## src/rtl/jtopll_mmr_wr.sv

```systemverilog
// ---------------------------------------------------------------------------
// jtopll_mmr_wr
//   CPU-side writer for the OPLL register file. Turns YM2413-style
//   address/data bus writes into update strobes for the channel/patch
//   register block. It also owns the rhythm (0x0E) and test (0x0F) registers.
//
//   A channel-register strobe (fnumlo/fnumhi/inst) is held until HOLD_ZEROS
//   qualified frame markers (cen & zero) have been seen. This guarantees
//   that every slot of the pipeline has passed, so the matching slot
//   captures the write.
//
//   State table
//     state   | meaning
//     --------+-----------------------------------------------------------
//     ST_IDLE | no channel write pending; channel/patch writes accepted
//     ST_WAIT | channel strobe held, counting cen&zero pulses; busy=1
//
// Ports
//   rst          async reset, active-high
//   clk          system clock
//   cen          slot pipeline clock enable
//   cs_n, wr_n   active-low chip select / write strobe
//   addr         0 = address latch, 1 = data write
//   din[7:0]     CPU data bus
//   zero         frame marker from the slot counter
//   dout[7:0]    data byte presented to the register file
//   sel_group    channel / 3
//   sel_sub      channel % 3, or the patch byte index for 0x00-0x07
//   up_fnumlo    strobe for regs 0x10-0x18
//   up_fnumhi    strobe for regs 0x20-0x28
//   up_inst      strobe for regs 0x30-0x38
//   up_original  one-clk strobe for regs 0x00-0x07
//   rhy_en       reg 0x0E bit 5
//   rhy_kon      reg 0x0E bits 4:0 (BD,SD,TOM,CYM,HH)
//   test         reg 0x0F
//   busy         channel-register write in progress
// ---------------------------------------------------------------------------
module jtopll_mmr_wr #(
    parameter int HOLD_ZEROS = 2
) (
    input  logic       rst,
    input  logic       clk,
    input  logic       cen,
    input  logic       cs_n,
    input  logic       wr_n,
    input  logic       addr,
    input  logic [7:0] din,
    input  logic       zero,
    output logic [7:0] dout,
    output logic [1:0] sel_group,
    output logic [2:0] sel_sub,
    output logic       up_fnumlo,
    output logic       up_fnumhi,
    output logic       up_inst,
    output logic       up_original,
    output logic       rhy_en,
    output logic [4:0] rhy_kon,
    output logic [7:0] test,
    output logic       busy
);

    typedef enum logic {
        ST_IDLE = 1'b0,
        ST_WAIT = 1'b1
    } state_t;

    state_t     state;
    state_t     state_nx;

    logic [7:0] addr_latch;
    logic       wr_act;
    logic       wr_prev;
    logic       wr_edge;
    logic       data_wr;
    logic       chan_range;
    logic       chan_wr;
    logic       patch_wr;
    logic       hold_done;
    // Register bank of the pending channel write: 1=fnumlo, 2=fnumhi, 3=inst
    logic [1:0] bank;
    logic [1:0] zero_cnt;
    logic [1:0] ch_group;
    logic [2:0] ch_sub;

    // Only the first cycle of a low strobe acts, so a CPU that holds
    // wr_n low for several clocks produces a single register update.
    assign wr_act  = ~cs_n & ~wr_n;
    assign wr_edge = wr_act & ~wr_prev;
    assign data_wr = wr_edge & addr;

    assign chan_range = ((addr_latch[7:4] == 4'h1) ||
                         (addr_latch[7:4] == 4'h2) ||
                         (addr_latch[7:4] == 4'h3)) &&
                        (addr_latch[3:0] <= 4'd8);

    // Patch and channel writes both change dout/sel_*, which must stay stable
    // while a channel strobe is held. Both are therefore dropped outside IDLE.
    assign chan_wr  = data_wr & chan_range & (state == ST_IDLE);
    assign patch_wr = data_wr & (addr_latch[7:3] == 5'd0) & (state == ST_IDLE);

    // Counting only starts in WAIT, so a zero that coincides with the
    // accepting write edge is not part of the hold.
    assign hold_done = (state == ST_WAIT) & cen & zero &
                       (zero_cnt == 2'(HOLD_ZEROS - 1));

    // Channel number 0..8 split into group (ch/3) and sub-index (ch%3)
    always_comb begin
        ch_group = 2'd0;
        ch_sub   = 3'd0;
        case (addr_latch[3:0])
            4'd0: begin ch_group = 2'd0; ch_sub = 3'd0; end
            4'd1: begin ch_group = 2'd0; ch_sub = 3'd1; end
            4'd2: begin ch_group = 2'd0; ch_sub = 3'd2; end
            4'd3: begin ch_group = 2'd1; ch_sub = 3'd0; end
            4'd4: begin ch_group = 2'd1; ch_sub = 3'd1; end
            4'd5: begin ch_group = 2'd1; ch_sub = 3'd2; end
            4'd6: begin ch_group = 2'd2; ch_sub = 3'd0; end
            4'd7: begin ch_group = 2'd2; ch_sub = 3'd1; end
            4'd8: begin ch_group = 2'd2; ch_sub = 3'd2; end
            default: begin ch_group = 2'd0; ch_sub = 3'd0; end
        endcase
    end

    // FSM: state register
    always_ff @(posedge clk or posedge rst) begin
        if (rst) begin
            state <= ST_IDLE;
        end else begin
            state <= state_nx;
        end
    end

    // FSM: next state
    always_comb begin
        state_nx = state;
        case (state)
            ST_IDLE: if (chan_wr)   state_nx = ST_WAIT;
            ST_WAIT: if (hold_done) state_nx = ST_IDLE;
            default: state_nx = ST_IDLE;
        endcase
    end

    // FSM: outputs. Strobes derive from the registered state, so the strobe
    // and busy rise and fall on the same edge.
    always_comb begin
        busy      = (state == ST_WAIT);
        up_fnumlo = (state == ST_WAIT) && (bank == 2'd1);
        up_fnumhi = (state == ST_WAIT) && (bank == 2'd2);
        up_inst   = (state == ST_WAIT) && (bank == 2'd3);
    end

    // Bus capture, hold counter and register datapath
    always_ff @(posedge clk or posedge rst) begin
        if (rst) begin
            wr_prev     <= 1'b0;
            addr_latch  <= 8'd0;
            zero_cnt    <= 2'd0;
            bank        <= 2'd0;
            dout        <= 8'd0;
            sel_group   <= 2'd0;
            sel_sub     <= 3'd0;
            up_original <= 1'b0;
            rhy_en      <= 1'b0;
            rhy_kon     <= 5'd0;
            test        <= 8'd0;
        end else begin
            wr_prev     <= wr_act;
            up_original <= 1'b0;

            // The address latch is accepted even while busy.
            if (wr_edge && !addr) begin
                addr_latch <= din;
            end

            if (state == ST_WAIT) begin
                if (hold_done) begin
                    zero_cnt <= 2'd0;
                end else if (cen && zero) begin
                    zero_cnt <= zero_cnt + 2'd1;
                end
            end

            if (chan_wr) begin
                dout      <= din;
                sel_group <= ch_group;
                sel_sub   <= ch_sub;
                bank      <= addr_latch[5:4];
            end

            if (patch_wr) begin
                dout        <= din;
                sel_group   <= 2'd0;
                sel_sub     <= addr_latch[2:0];
                up_original <= 1'b1;
            end

            if (data_wr && (addr_latch == 8'h0E)) begin
                {rhy_en, rhy_kon} <= din[5:0];
            end

            if (data_wr && (addr_latch == 8'h0F)) begin
                test <= din;
            end
        end
    end

endmodule

```

## config.mk

```make
export PLATFORM = sky130hd
export DESIGN_NAME = jtopll_mmr_wr
export DESIGN_NICKNAME = d
export VERILOG_FILES = /design/src/rtl/jtopll_mmr_wr.sv
export SDC_FILE = /design/constraint.sdc
export NUM_CORES = 1
export LEC_CHECK = 0
export BUFFER_PORTS_ARGS = -buffer_cell sky130_fd_sc_hd__clkbuf_2
export CAP_MARGIN = 20
export CELL_PAD_IN_SITES_DETAIL_PLACEMENT = 2
export CELL_PAD_IN_SITES_GLOBAL_PLACEMENT = 2
export CORE_UTILIZATION = 40
export CTS_BUF_LIST = sky130_fd_sc_hd__clkbuf_4 sky130_fd_sc_hd__clkbuf_8
export CTS_CLUSTER_SIZE = 20
export DETAILED_ROUTE_END_ITERATION = 12
export PLACE_DENSITY_LB_ADDON = 0.1
export SETUP_SLACK_MARGIN = 0.15
export SLEW_MARGIN = 20
export SYNTH_ARGS = -nofsm -noshare
export SYNTH_HDL_FRONTEND = slang
export SYNTH_SLANG_ARGS = --single-unit
```

## constraint.sdc

```tcl
create_clock -name clk -period 3.2 [get_ports clk]
set_input_delay 0.64 -clock clk [delete_from_list [all_inputs] [get_ports clk]]
set_output_delay 0.64 -clock clk [all_outputs]
set_load 0.05 [all_outputs]
```

==> out/qor.csv, run 1 <==
metric;value;unit
period_needed;2.119;ns
ys.flop_type;dfrtp_1;
synth_xor_area_share;0.4624;%
synthAdderAreaFrac;2.642;%
r2r_slack;1.20;ns
p_sw_share;44.02;%
rows;24;
clock_sink_count;42;
p_comb_share;40.9;%
cp-start-kind;flop;
async_flop_share;100.0;%
cts_buffers;5;
whs_path_depth;1;
syn_area_per_cell;14.03;um2
netlist_top_cells_count;dfrtp_1, mux2_2, mux2_4, nand2_1, nor2_1;
outcome;finished with violations;
cts.htree.levels;2;
fin_crit_sh;66.21;%
layout-drive-gt1-share;52.43;%
ctsResizeCount;0;
grt_most_used_layer;met2;
cp.arrival;1.48;ns
postCtsSetupBuffers;0;
fin_worst_skew;0.006685;ns
synth_seq_cells;42;
vias;1265;
whs;0.4806;ns
leakagePower;1.149;nW
core_area;4444;um2
worst_ep_required_time;2.56;ns
route.detailed.drc;2;
die_w;70.82;um
finalHoldViolCount;0;
place_congestion;0.7946;
finalPower;0.001868;W
cts_tree;built;
num_antenna_cells;0;
clock_latency;0.29;ns
power.switching;0.0008222;W
p_per_area;833.9;nW/um2
max_slew_margin;43.67;%
postSynthCellCount;135;
synth_nets;154;
worst_setup_path_end_kind;output port;
drt-initial-drc-count;41;
ys_seq_area_share;55.48;%
io_buffer_count;46;
fin_setup_tns;0;ns
tightest_slew;0.8440;ns
cts_root_buffer;clkbuf_8;
crit_slowest_cell;dfrtp_1;
layout.nets;204;
synth_compound_area_share;7.133;%
synth_mux_area_share;19.55;%
area_delta_synth_final;18.23;%
hold_class;flop to flop;
synth_edf_count;0;
antenna_found_initial;0;
critical_path.max_stage_delay;0.49;ns
ctsHoldBuffers;0;
dieArea;5015;um2
ys_warn_count;0;
synth_area_leaders;dfrtp_1, mux2_2, mux2_4, ha_1, nand4_4;
hpwl;3317;um
r2r-start;addr_latch[1];
grt_pass1_vias;1466;
cts.clk_slew.worst_paths;0.08;ns
max_freq;0.4720;GHz
hold_start;zero_cnt[0];
reg2regPathDepth;6;
yosys.cell_types.count;34;
grt_pass1_wl;7424;um
globalRouteMet2Util;34.51;%
drt_first_pass_iters;12;
gr-usage-all-layers;19.42;%
grt_util_met1;24.21;%
grt_max_degree;23;
worstPathMaxFanout;8;
initial_core_util;42.62;%
syn_area;1894;um2
path_cells;inv_1 > nor3b_1 > clkbuf_2;
placedCellCount;230;
final_area;2240;um2
yosys.area_share.simple;11.76;%
violations;design-rule violations;
timing.rr.end;bank[1];
io-pin-count;47;
wirelength;4405;um
clkPwrFrac;17.7;%
yosysMostFrequentCell;dfrtp_1;
die_h;70.82;um
setup_viol;0;
synth_top_family_by_area;multiplexers;
p_int;0.001045;W
netlist.area_leader.share;55.48;%
detail_route.wl_per_cell;18.59;um
synth_area_leader_cell;dfrtp_1;
grt_setup_unrepaired;false;
drv_cap;0;
vias_per_cell;5.338;
ir_worst_vdd;0.3210;mV
finalMaxSlewViolations;0;
whs_endpoint;zero_cnt[0];
overflow;0;
critPathKind;flop to output port;
ant_nets;0;
final_cells;237;
clockBufferDepth;2;
use_met3;4.558;%
power_frac_seq;41.4;%
dpl_cell_area;2156;um2
through the flow:
step | setup slack (ns) | util [%]
final | 1.081 | 50.39
after global routing | 0.9710 | 50.39
after CTS | 1.050 | 50.39
after detailed placement | 1.014 | 48.51
after global placement | 1.070 | 48.51
after floorplan | 0.4542 | -
power groups by stage:
stage                     Combinational [W]  Sequential [W]  Clock, W
after detailed placement           0.000768        0.000783         0
after floorplan                    0.000302         0.00106         0
after global routing               0.000806        0.000791  0.000362
after CTS                          0.000772        0.000777  0.000345
after global placement             0.000746        0.000771         0
final                              0.000763        0.000774  0.000331
worst max-delay path by stage:
stage	from	end	slack [ns]	cells after the start
2_1_floorplan	busy	up_fnumlo	0.45	2
3_5_place_dp	cs_n	dout[2]	1.01	5
5_1_grt	busy	up_fnumlo	0.97	3
6_report	busy	up_fnumlo	1.08	3
4_1_cts	busy	up_fnumlo	1.05	3
3_3_place_gp	cs_n	dout[7]	1.07	5
state kept, by name (all words and copies together) (netlist names):
register and count:
test 8, zero_cnt 2, addr_latch 8, up_original 1
bank 2, dout 8, busy 1, wr_prev 1
sel_group 2, sel_sub 3, rhy_en 1, rhy_kon 5
placed cells by master (no fill, tap or decap), drive strengths merged, types with 3 or more instances in the layout:
| cell | n |
|---|---|
| inv | 4 |
| clkbuf | 51 |
| nand2b | 3 |
| mux2 | 30 |
| nand2 | 6 |
| a22o | 4 |
| nor2 | 8 |
| o21ai | 6 |
| ha | 4 |
| nand3 | 4 |
| dfrtp | 42 |
cell families after synthesis:
kind of cell    Yosys count
flops                    42
mux                      31
simple gates             30
compound gates           19
buf+inv                   8
fa+ha+maj                 4
xor+xnor                  1
layout make-up:
type / count / area, um2
flip-flops and latches: 42 / 1051
clock inverters: 2 / 15.01
multi-input cells: 85 / 787.0
clock buffers: 5 / 68.82
inverters: 4 / 15.01
fillers: 445 / 2205
repair buffers: 47 / 237.7
well taps: 52 / 65.06
per-layer routing:
layer  vias to the layer above  share of wire, %
li1                        577                 -
met1                       654                43
met2                        30                53
met3                         4               3.5
met4                         0              0.66
met5                         -                 0
critical path: cells and delay by family (launching register included):
kind | cells | cell delay, ns
buffers and inverters | 2 | 0.48
AND/OR/NAND/NOR | 1 | 0.23
flip-flops | 1 | 0.49
No activity file was read; power rests on OpenSTA's default activity.
==> inputs of run 2 (changes only) <==
--- a/config.mk
+++ b/config.mk
@@ -9,7 +9,7 @@
 export CAP_MARGIN = 20
 export CELL_PAD_IN_SITES_DETAIL_PLACEMENT = 2
 export CELL_PAD_IN_SITES_GLOBAL_PLACEMENT = 2
-export CORE_UTILIZATION = 40
+export CORE_UTILIZATION = 37
 export CTS_BUF_LIST = sky130_fd_sc_hd__clkbuf_4 sky130_fd_sc_hd__clkbuf_8
 export CTS_CLUSTER_SIZE = 20
 export DETAILED_ROUTE_END_ITERATION = 12
==> constraint.sdc (replaced) <==
create_clock -name clk -period 2 [get_ports clk]
set_input_delay 0.4 -clock clk [delete_from_list [all_inputs] [get_ports clk]]
set_output_delay 0.4 -clock clk [all_outputs]
set_load 0.05 [all_outputs]
==> run 2 against run 1 <==
Against the previous run:
- the run now ends clean
- cell count up 9.3%
- sequential share of layout area shrank 2.7 points
- clock-buffer cell count grew 1
- critical path depth grew 3
- via count grew 1.6%
- core utilization shrank 0.99 points
- critical path type is now flop to flop
==> out/qor.csv, run 2 (synthesis results as in run 1) <==
metric;value;unit
outcome;completed;
vias_per_cell;4.961;
ir_worst_vdd;0.5368;mV
dp_slack;0.03497;ns
tightest_slew;0.7852;ns
setup_ws;0.2230;ns
initial_core_util;39.32;%
leakagePower;1.188;nW
antenna_found_initial;0;
die_w;73.55;um
grt_pass1_wl;7555;um
layout-drive-gt1-share;58.33;%
clkPwrFrac;18.5;%
p_sw_share;43.74;%
worst_ep_required_time;2.18;ns
clockBufferDepth;2;
dieArea;5410;um2
regArea;1052;um2
fillCellCount;496;
io_buffer_count;46;
top_regs;addr_latch: 8 flops, dout: 8 flops, test: 8 flops;
clock_sink_count;42;
core_area;4817;um2
critPathKind;flop to flop;
rows;25;
cts_root_buffer;clkbuf_8;
multiInputGateArea;835.8;um2
finalMaxSlewViolations;0;
cts_tree;built;
p_per_area;1330;nW/um2
drt-initial-drc-count;70;
max_freq;0.5628;GHz
ctsHoldBuffers;0;
gr-usage-all-layers;19.46;%
placedCellCount;248;
final_cell_mix;clkbuf_2, dfrtp_1, mux2_2;
grt_pass1_vias;1430;
route.detailed.drc;0;
layout.nets;210;
power.switching;0.001385;W
vias;1285;
detail_route.wl_per_cell;18.29;um
final_cells;259;
cts_buffers;5;
fin_worst_skew;0.007647;ns
drv_cap;0;
fin_crit_sh;88.85;%
cts.clk_slew.worst_paths;0.09;ns
worst_setup_path_end_kind;flop;
cts.htree.levels;2;
period_needed;1.777;ns
p_comb_share;41.8;%
grt_setup_unrepaired;false;
cp-start-kind;flop;
max_slew_margin;47.33;%
io-pin-count;47;
drt_first_pass_iters;3;
power_frac_seq;39.7;%
hold_class;input pin to async pin;
final_common_cell;clkbuf_2;
area_delta_synth_final;25.63;%
clock_latency;0.30;ns
grt_max_degree;23;
setup_viol;0;
cp.arrival;1.96;ns
overflow;0;
hpwl;3554;um
wirelength;4736;um
die_h;73.55;um
worstPathMaxFanout;5;
ant_nets;0;
num_antenna_cells;0;
place_congestion;0.8865;
finalHoldViolCount;0;
fin_setup_tns;0;ns
p_int;0.001781;W
run 2: final timing paths:
| kind | start | to | slack [ns] | cells after the start |
|---|---|---|---|---|
| setup / recovery | addr_latch[1] | bank[1] | 0.22 | 6 |
| hold / removal | rst | rhy_kon[3] | 0.12 | 2 |
| setup reg to reg | addr_latch[1] | bank[1] | 0.22 | 6 |
| hold reg to reg | zero_cnt[0] | zero_cnt[0] | 0.48 | 1 |
| max in group asynchronous | rst | busy | 1.35 | 3 |
| min in group clk | wr_n | wr_prev | 0.34 | 2 |
run 2: metal layers:
| metal | GRT usage [%] | part of all wire [%] | vias to the layer above |
|---|---|---|---|
| li1 | - | - | 593 |
| met1 | 23.07 | 41 | 653 |
| met2 | 34.45 | 54 | 33 |
| met3 | 4.938 | 3.9 | 6 |
| met4 | 5.983 | 1.2 | 0 |
| met5 | 0 | 0 | - |
run 2: layout make-up:
type / instances / area share (%)
Multi-Input combinational cell: 86 / 35.12
Clock inverter: 2 / 0.6835
Timing Repair Buffer: 52 / 12.20
Sequential cell: 42 / 44.22
Inverter: 4 / 0.7886
Clock buffer: 6 / 3.470
Tap cell: 67 / 3.523
run 2: power groups by stage:
| stage | logic (W) | registers [W] | clock network [W] |
|---|---|---|---|
| 2_1_floorplan | 0.000497 | 0.00171 | 0 |
| 3_3_place_gp | 0.00122 | 0.00125 | 0 |
| 3_5_place_dp | 0.00126 | 0.00126 | 0 |
| 4_1_cts | 0.00128 | 0.00125 | 0.000607 |
| 5_1_grt | 0.00139 | 0.00129 | 0.000647 |
| 6_report | 0.00132 | 0.00126 | 0.000586 |
run 2: critical path, stage by stage (launching register included):
cell	delay [ns]
dfrtp_1	0.45
inv_2	0.13
ha_4	0.16
nand2b_4	0.06
a211o_4	0.37
nor2_4	0.13
mux2_2	0.35
run 2: repair_timing:
item / CTS / global route
endpoints found under the setup margin: 13 / 14
pin swaps: 0 / 1
resized for setup: 5 / 5
setup buffers: 0 / 2
gates cloned: 0 / 1
run 2: metrics by stage:
stage / area, um2 / utilization, % / hold slack [ns] / total power (W)
finish: 2380 / 49.40 / 0.1237 / 0.003165
global route: 2380 / 49.40 / 0.1579 / 0.003333
CTS: 2338 / 48.55 / 0.1358 / 0.003143
detailed placement: 2222 / 46.13 / 0.4651 / 0.002527
global placement: 2222 / 46.13 / 0.4520 / 0.002463
floorplan: 1907 / - / 0.4465 / 0.002203
==> inputs of run 3 (changes only) <==
--- a/config.mk
+++ b/config.mk
@@ -9,6 +9,7 @@
 export CAP_MARGIN = 20
 export CELL_PAD_IN_SITES_DETAIL_PLACEMENT = 2
 export CELL_PAD_IN_SITES_GLOBAL_PLACEMENT = 2
+export CORE_ASPECT_RATIO = 0.7
 export CORE_UTILIZATION = 37
 export CTS_BUF_LIST = sky130_fd_sc_hd__clkbuf_4 sky130_fd_sc_hd__clkbuf_8
 export CTS_CLUSTER_SIZE = 20
==> run 3 against run 2 <==
Against the previous run:
- fmax shrank 0.17%
- flip-flop and latch count is the same
- clock power shrank 0.7%
- core utilization shrank 1.7 points
- register-to-register slack is essentially flat
- design area shrank 2.6%
- combinational power shrank 3%
- cell count shrank 0.77%
- sequential share of layout area grew 1.2 points
- sequential power is essentially flat
- via count shrank 1.8%
==> out/qor.csv, run 3 (synthesis results as in run 1) <==
metric;value;unit
cts_buffers;5;
clock_sink_count;42;
cts_tree;built;
dieArea;5414;um2
leakagePower;1.178;nW
ctsHoldBuffers;0;
cp_num_buf_inv;1;
grt_pass1_wl;7286;um
hold_class;input pin to async pin;
max_freq;0.5618;GHz
wirelength;4584;um
cts.htree.levels;2;
drt_first_pass_iters;4;
io-pin-count;47;
grt_setup_unrepaired;false;
ant_nets;0;
fillCellCount;495;
vias_per_cell;4.911;
die_h;61.87;um
critPathKind;flop to flop;
crit_slowest_cell;dfrtp_1;
top_regs;addr_latch: 8 flops, dout: 8 flops, test: 8 flops;
finalPower;0.003099;W
antenna_found_initial;0;
tightest_slew;0.5350;ns
num_antenna_cells;0;
area_delta_synth_final;22.39;%
worst_setup_path_end_kind;flop;
cp.arrival;1.96;ns
gr-usage-all-layers;18.92;%
cts_root_buffer;clkbuf_8;
drv_cap;0;
ir_worst_vdd;0.5358;mV
finalHoldViolCount;0;
cp-start-kind;flop;
r2r-start;addr_latch[0];
critical_path.max_stage_delay;0.44;ns
fin_crit_sh;89.00;%
p_per_area;1337;nW/um2
initial_core_util;38.97;%
grt_pass1_vias;1390;
place_congestion;0.8382;
layout-drive-gt1-share;56.38;%
final_cell_mix;clkbuf_2, dfrtp_1, mux2_2;
path_cells;inv_2 > ha_4 > nand2b_4 > a211o_1 > nor2_4 > mux2_2;
final_common_cell;clkbuf_2;
setup_viol;0;
worst_ep_required_time;2.18;ns
clockBufferDepth;2;
clock_latency;0.30;ns
io_buffer_count;46;
drt-initial-drc-count;26;
postCtsSetupBuffers;0;
grt_max_degree;43;
vias;1262;
crit_start;addr_latch[0];
cts.clk_slew.worst_paths;0.08;ns
final_core_util;47.70;%
core_area;4861;um2
period_needed;1.780;ns
max_slew_margin;64.33;%
outcome;completed;
overflow;0;
layout.nets;206;
whs;0.2132;ns
fin_worst_skew;0.003593;ns
finalMaxSlewViolations;0;
fin_setup_tns;0;ns
hpwl;3388;um
route.detailed.drc;0;
detail_route.wl_per_cell;17.84;um
die_w;87.52;um
worstPathMaxFanout;4;
rows;21;
cp_top_family;flip-flops;
## run 3: changes by cell type in the layout (fill, tap and decap cells not counted), sizes merged
cell / previous run / this run
buf: 6 / 4
clkinvlp: 2 / 0
nand3: 5 / 4
inv: 3 / 4
## run 3: cell type report
cell class	count	area [um2]	share of cell area (%)
Clock inverter	1	5.005	0.2159
Clock buffer	7	90.09	3.886
Timing Repair Buffer	49	252.7	10.90
Multi-Input combinational cell	85	817.0	35.24
Tap cell	69	86.33	3.724
Sequential cell	42	1052	45.39
Inverter	4	15.01	0.6476
## run 3: layer usage
metal / global-route usage, % / vias up / routed length (um)
met5: 0 / - / 0
met4: 8.431 / 0 / 68
met3: 5.416 / 7 / 191
met2: 31.47 / 29 / 2248
met1: 23.51 / 642 / 2076
li1: - / 584 / -
## run 3: worst register-to-register path: stages, from the launching register on
cell	delay, ns
dfrtp_1	0.44
inv_2	0.13
ha_4	0.17
nand2b_4	0.06
a211o_1	0.37
nor2_4	0.15
mux2_2	0.35
## run 3: path summary, 6_finish.rpt
check / end / slack (ns) / cells after the start
worst max-delay path: bank[1] / 0.22 / 6
worst min-delay path: rhy_kon[4] / 0.21 / 3
worst max register to register: bank[1] / 0.22 / 6
worst min register to register: zero_cnt[0] / 0.50 / 1
max in group asynchronous: busy / 1.39 / 3
min in group clk: wr_prev / 0.33 / 2
## run 3: repair_timing
item | CTS | global route
endpoints found under the setup margin | 2 | 27
pin swaps | 0 | 0
resized for setup | 3 | 4
## run 3: through the flow
stage                     area [um2]  worst slack (ns)  cells
after detailed placement        2205           0.06850    249
after floorplan                 1907            0.2725    135
final                           2318            0.2200    257
after CTS                       2317            0.1558    257
after global routing            2318            0.1693    257
after global placement          2205            0.1346    249
## run 3: power by group
part	switching [W]	internal, W
Clock	0.000289	0.000292
Sequential	0.000181	0.00106
Combinational	0.000875	0.000403
Total	0.00135	0.00175
